--- config.mk ---
export PLATFORM = sky130hd
export DESIGN_NAME = count_down_step
export DESIGN_NICKNAME = d
export VERILOG_FILES = /design/src/rtl/count_pkg.sv /design/src/rtl/count_step_sat.sv /design/src/rtl/count_down_step.sv
export SDC_FILE = /design/constraint.sdc
export NUM_CORES = 1
export LEC_CHECK = 0
export CAP_MARGIN = 10
export CORE_AREA = 4 4 41 43
export CTS_CLUSTER_DIAMETER = 150
export DETAILED_ROUTE_END_ITERATION = 12
export DIE_AREA = 0 0 45 47
export GPL_TIMING_DRIVEN = 0
export MAX_ROUTING_LAYER = met4
export PLACE_DENSITY_LB_ADDON = 0.08
export SLEW_MARGIN = 20
export SYNTH_ARGS = -nofsm -noshare
export SYNTH_HDL_FRONTEND = slang
export SYNTH_SLANG_ARGS = --single-unit
--- constraint.sdc ---
create_clock -name clk -period 1.9 [get_ports clk]
set_input_delay 0.38 -clock clk [delete_from_list [all_inputs] [get_ports clk]]
set_output_delay 0.38 -clock clk [all_outputs]
set_load 0.005 [all_outputs]
--- src/rtl/count_pkg.sv ---
// Shared types and step constants for the loadable count-down block.
package count_pkg;

    typedef enum logic [1:0] {
        IDLE = 2'd0,
        RUN  = 2'd1,
        DONE = 2'd2
    } cnt_state_t;

    localparam logic [1:0] STEP_SMALL = 2'd1;
    localparam logic [1:0] STEP_LARGE = 2'd2;

endpackage

--- src/rtl/count_step_sat.sv ---
// Combinational saturating subtractor: count minus 1 or 2, clamped at zero.
module count_step_sat
    import count_pkg::*;
#(
    parameter int WIDTH = 4
) (
    input  logic [WIDTH-1:0] count,
    input  logic             ctrl,
    output logic [WIDTH-1:0] next_count,
    output logic             hit_zero
);

    logic [WIDTH:0] step_s;
    logic [WIDTH:0] diff_s;

    // One guard bit makes the borrow visible, so a too-large step clamps instead of wrapping.
    always_comb begin
        step_s = ctrl ? (WIDTH+1)'(STEP_LARGE) : (WIDTH+1)'(STEP_SMALL);
        diff_s = {1'b0, count} - step_s;
        if (diff_s[WIDTH] || (diff_s == {(WIDTH+1){1'b0}})) begin
            hit_zero   = 1'b1;
            next_count = {WIDTH{1'b0}};
        end else begin
            hit_zero   = 1'b0;
            next_count = diff_s[WIDTH-1:0];
        end
    end

endmodule

--- src/rtl/count_down_step.sv ---
// Loadable down-counter stepping by 1 or 2, saturating at zero with a one-cycle done pulse.
// Optional `pause` input is enabled by defining COUNT_DOWN_PAUSE_EN.
module count_down_step
    import count_pkg::*;
#(
    parameter int WIDTH = 4
) (
    input  logic             clk,
    input  logic             rst_n,
    input  logic             load_valid,
    output logic             load_ready,
    input  logic [WIDTH-1:0] load_value,
    input  logic             ctrl,
    output logic [WIDTH-1:0] count,
    output logic             busy,
    output logic             done
`ifdef COUNT_DOWN_PAUSE_EN
    ,
    input  logic             pause
`endif
);

    cnt_state_t       state_q, state_d;
    logic [WIDTH-1:0] count_q, count_d;
    logic             busy_q, busy_d;
    logic             done_q, done_d;
    logic             ready_q, ready_d;
    logic             load_fire_s;
    logic             pause_s;
    logic [WIDTH-1:0] step_next_s;
    logic             hit_zero_s;

`ifdef COUNT_DOWN_PAUSE_EN
    assign pause_s = pause;
`else
    assign pause_s = 1'b0;
`endif

    count_step_sat #(.WIDTH(WIDTH)) u_step (
        .count      (count_q),
        .ctrl       (ctrl),
        .next_count (step_next_s),
        .hit_zero   (hit_zero_s)
    );

    // Next-state and next-count selection; outputs are decoded from the next state so they register cleanly.
    always_comb begin
        state_d     = state_q;
        count_d     = count_q;
        load_fire_s = load_valid && ready_q;
        case (state_q)
            IDLE, DONE: begin
                if (load_fire_s) begin
                    count_d = load_value;
                    if (load_value != {WIDTH{1'b0}}) begin
                        state_d = RUN;
                    end else begin
                        state_d = DONE;
                    end
                end else begin
                    state_d = IDLE;
                end
            end
            RUN: begin
                if (pause_s) begin
                    state_d = RUN;
                end else if (hit_zero_s) begin
                    count_d = {WIDTH{1'b0}};
                    state_d = DONE;
                end else begin
                    count_d = step_next_s;
                end
            end
            default: begin
                state_d = IDLE;
                count_d = {WIDTH{1'b0}};
            end
        endcase
        busy_d  = (state_d == RUN);
        done_d  = (state_d == DONE);
        ready_d = (state_d != RUN);
    end

    // State, count and registered status flags.
    always_ff @(posedge clk or negedge rst_n) begin
        if (!rst_n) begin
            state_q <= IDLE;
            count_q <= {WIDTH{1'b0}};
            busy_q  <= 1'b0;
            done_q  <= 1'b0;
            ready_q <= 1'b1;
        end else begin
            state_q <= state_d;
            count_q <= count_d;
            busy_q  <= busy_d;
            done_q  <= done_d;
            ready_q <= ready_d;
        end
    end

    assign count      = count_q;
    assign busy       = busy_q;
    assign done       = done_q;
    assign load_ready = ready_q;

endmodule

==> metrics.json <==
{
  "run_status": {
    "run_status": "complete, no violations"
  },
  "clock_tree": {
    "post_cts_hold_buffer_count": 0,
    "clock-root-buffer": "clkbuf_4",
    "cts_num_sinks": 9,
    "cts-buffers-inserted": 3,
    "cts_htree_levels": 1,
    "worstSkewPairLatency_ns": 0.27,
    "cts_buffer_depth": 2,
    "cts_tree": "yes",
    "cts.reportedPaths.clkPinSlew_ns": 0.07
  },
  "logic_synthesis": {
    "synth_top_family_by_area": "compound AO/OA/AOI/OAI gates",
    "ys.warnings.count": 0,
    "synthDominantCellAreaShare_pct": 40.20,
    "yosys.area_share.simple_pct": 16.58,
    "synth_async_sr_flop_share_pct": 100.0,
    "synth_area_um2": 498.0,
    "ys_ff_latch": 9,
    "synthesized_area_fraction_occupied_by_ao_oa_aoi_and_oai_cells_pct": 18.84,
    "leading_post_synthesis_cells_by_cell_area": "dfrtp_1, mux2i_1, dfstp_2",
    "synthMuxAreaShare_pct": 6.030,
    "synth.net_count": 58,
    "ys.flop_type": "dfrtp_1",
    "synth_enable_flop_cells": 0,
    "synth_cell_types": 26,
    "post_synth.cell_area_avg_um2": 10.60,
    "synth_fa_ha_area_share_pct": 9.045,
    "mapped_cells": 47,
    "synthDominantAreaCellType": "dfrtp_1",
    "xor_xnor_cell_area_share_of_the_yosys_netlist_pct": 1.759,
    "synth.yosys.seq_area_share_pct": 45.48
  },
  "layout": {
    "ff_latch_area_um2": 226.5,
    "finish.cell_count_without_fillers": 81,
    "layout-area-overhead-vs-synth_pct": 40.45,
    "post-route-util_pct": 53.75,
    "num-nets-final": 78,
    "n_antenna_cell": 0,
    "drive_gt1_share_pct": 12.12,
    "multiInputGateArea_um2": 269.0,
    "layout.filler_cells": 121
  },
  "timing": {
    "report.final.setup_viol": 0,
    "period_share_pct": 95.63,
    "slew_headroom_pct": 70.25,
    "finClkSkew_ns": 0.008475,
    "max_freq_mhz": 550.4,
    "tightest_slew_ns": 0.4422,
    "finalMaxSlewViolations": 0,
    "grt_setup_unrepaired": "no",
    "hold_viol_final": 0,
    "final_worst_path_period_need_ns": 1.817
  },
  "placement": {
    "place_hpwl_um": 850.3,
    "buffer_ports.inserted": 14,
    "place_inst": 76,
    "routabilityCongestion": 0.8242
  },
  "floorplan": {
    "row_count": 13,
    "placeableCoreArea_um2": 1301,
    "dieHeight_um": 47,
    "floorplan.initialDensity_pct": 38.27,
    "floorplan.die.width_um": 45,
    "boundaryPins": 15,
    "floorplan_die_area_um2": 2115
  },
  "pwr": {
    "power.sequential.fraction_pct": 33.4,
    "sw_frac_of_total_pct": 38.96,
    "comb_power_share_pct": 53.1,
    "cell_internal_pwr_mw": 0.7117,
    "design_power_total_mw": 1.166,
    "static-leakage-power_nw": 0.3090,
    "ir_worst_vdd_mv": 0.6275,
    "powerDensity_nw_per_um2": 1667,
    "power.net_switching_mw": 0.4542,
    "clockPowerShare_pct": 13.5
  },
  "flow_run": {
    "maxCapViolations": 0
  },
  "setup_path": {
    "ordered_cell_list_for_the_critical_path": "inv_1 -> ha_1 -> fa_2 -> xnor2_1 -> nand3_1 -> nor3_4 -> a221o_1",
    "cp_data_arrival_time_ns": 1.96,
    "criticalPathCategory": "reg2reg",
    "critical_path.max_stage_delay_ns": 0.38,
    "path_delay_family": "adder cells",
    "crit_buf_inv": 1,
    "timing.critical_path.required_ns": 2.05,
    "cp_slowest_cell": "dfrtp_1",
    "critPathMaxFanout": 5,
    "worstSetupStartpointType": "register",
    "worstSetupEndpointType": "register"
  },
  "min_path": {
    "min-delay-path-class": "in2async"
  },
  "global_routing": {
    "first_global_vias": 440,
    "global_route.usage.total_pct": 14.11,
    "overall_overflow_remaining_after_global_route": 0,
    "grt_first_pass_wirelength_mm": 2.007,
    "number_of_antenna_violations_at_the_first_check_in_global_routing": 0,
    "largest_net_degree_at_the_start_of_global_routing": 10
  },
  "route": {
    "detail_route.vias_per_cell": 5.420,
    "detail_route.wl_per_cell_um": 14.53,
    "drc_errors": 0,
    "ant_nets": 0,
    "dr_total_vias": 439,
    "detailedRoute.firstPassIterationCount": 4,
    "routed_wl_mm": 1.177,
    "first_iter_violations": 2
  }
}
==> placed cells by master, fill, tap and decap left out, types with 2 or more instances in the layout <==
cell | synthesis | layout
clkdlybuf4s50_1 | 0 | 13
dfrtp_1 | 8 | 8
inv_1 | 3 | 3
nand2_1 | 3 | 3
nor2_1 | 3 | 3
o21ai_0 | 3 | 3
mux2i_1 | 3 | 3
o22ai_1 | 3 | 3
clkbuf_4 | 0 | 3
a221o_1 | 2 | 2
ha_1 | 2 | 2
==> path summary, 6_finish.rpt <==
kind / from / to / slack [ns] / depth (start not counted)
min in group clk: state_q[0] / count[0] / 0.61 / 1
min reg2reg: state_q[0] / count[0] / 0.61 / 1
min: rst_n / count[1] / 0.41 / 1
max reg2reg: count[0] / state_q[1] / 0.08 / 7
max in group asynchronous: rst_n / load_ready / 1.16 / 1
max: count[0] / state_q[1] / 0.08 / 7
==> state kept, by name (all words and copies together), names as in the netlist <==
register	count
busy	1
count	4
done	1
load_ready	1
state_q	2
==> cells by family after synthesis <==
| family | after synthesis |
|---|---|
| adders and majority gates | 3 |
| xor gates and xnor gates | 1 |
| AOI/OAI and AO/OA | 14 |
| muxes | 3 |
| and+or+nand+nor | 14 |
| DFF | 9 |
| buffers and inverters | 3 |
==> layer usage <==
layer,wire length [um],vias to the layer above,global-route usage (%)
met5,0,-,-
met4,20,0,7.018
met3,92,4,4.598
met2,547,16,21.19
met1,516,206,16.90
li1,-,213,-
==> Yosys cell counts (2+ instances only) <==
cell     n
o21ai_0  3
mux2i_1  3
nor2_1   3
inv_1    3
a221o_1  2
ha_1     2
dfrtp_1  8
nand2_1  3
o22ai_1  3
==> area by class of cell <==
cell class	count	share of cell area, %
repair buffers	15	21.11
clock buffers	4	3.757
multi-input cells	35	38.46
inverters	3	1.610
flip-flops and latches	9	32.38
well taps	15	2.683
==> power by group through the flow <==
stage,clock network (mW),logic [mW],registers [mW]
detailed placement,0,0.582,0.392
global placement,0,0.583,0.391
CTS,0.160,0.616,0.389
global route,0.168,0.687,0.408
floorplan,0,0.348,0.382
finish,0.157,0.619,0.389
==> what timing repair did <==
item | in CTS | in global routing
gates resized for setup | 3 | 1
setup buffers | 1 | 0
endpoints found under the setup margin | 6 | 6
pin swaps | 1 | 2
==> through the flow <==
step | worst slack, ns | instance area, um^2 | setup TNS (ns) | hold slack, ns
floorplan | 0.09315 | 498.0 | 0 | 0.08441
global placement | -0.5718 | 656.9 | -3.828 | 0.6083
detailed placement | -0.5549 | 656.9 | -3.715 | 0.6125
CTS | 0.04373 | 698.2 | 0 | 0.4322
global route | 0.001075 | 699.4 | 0 | 0.4481
finish | 0.08306 | 699.4 | 0 | 0.4121
No activity file was read; power rests on OpenSTA's default activity.
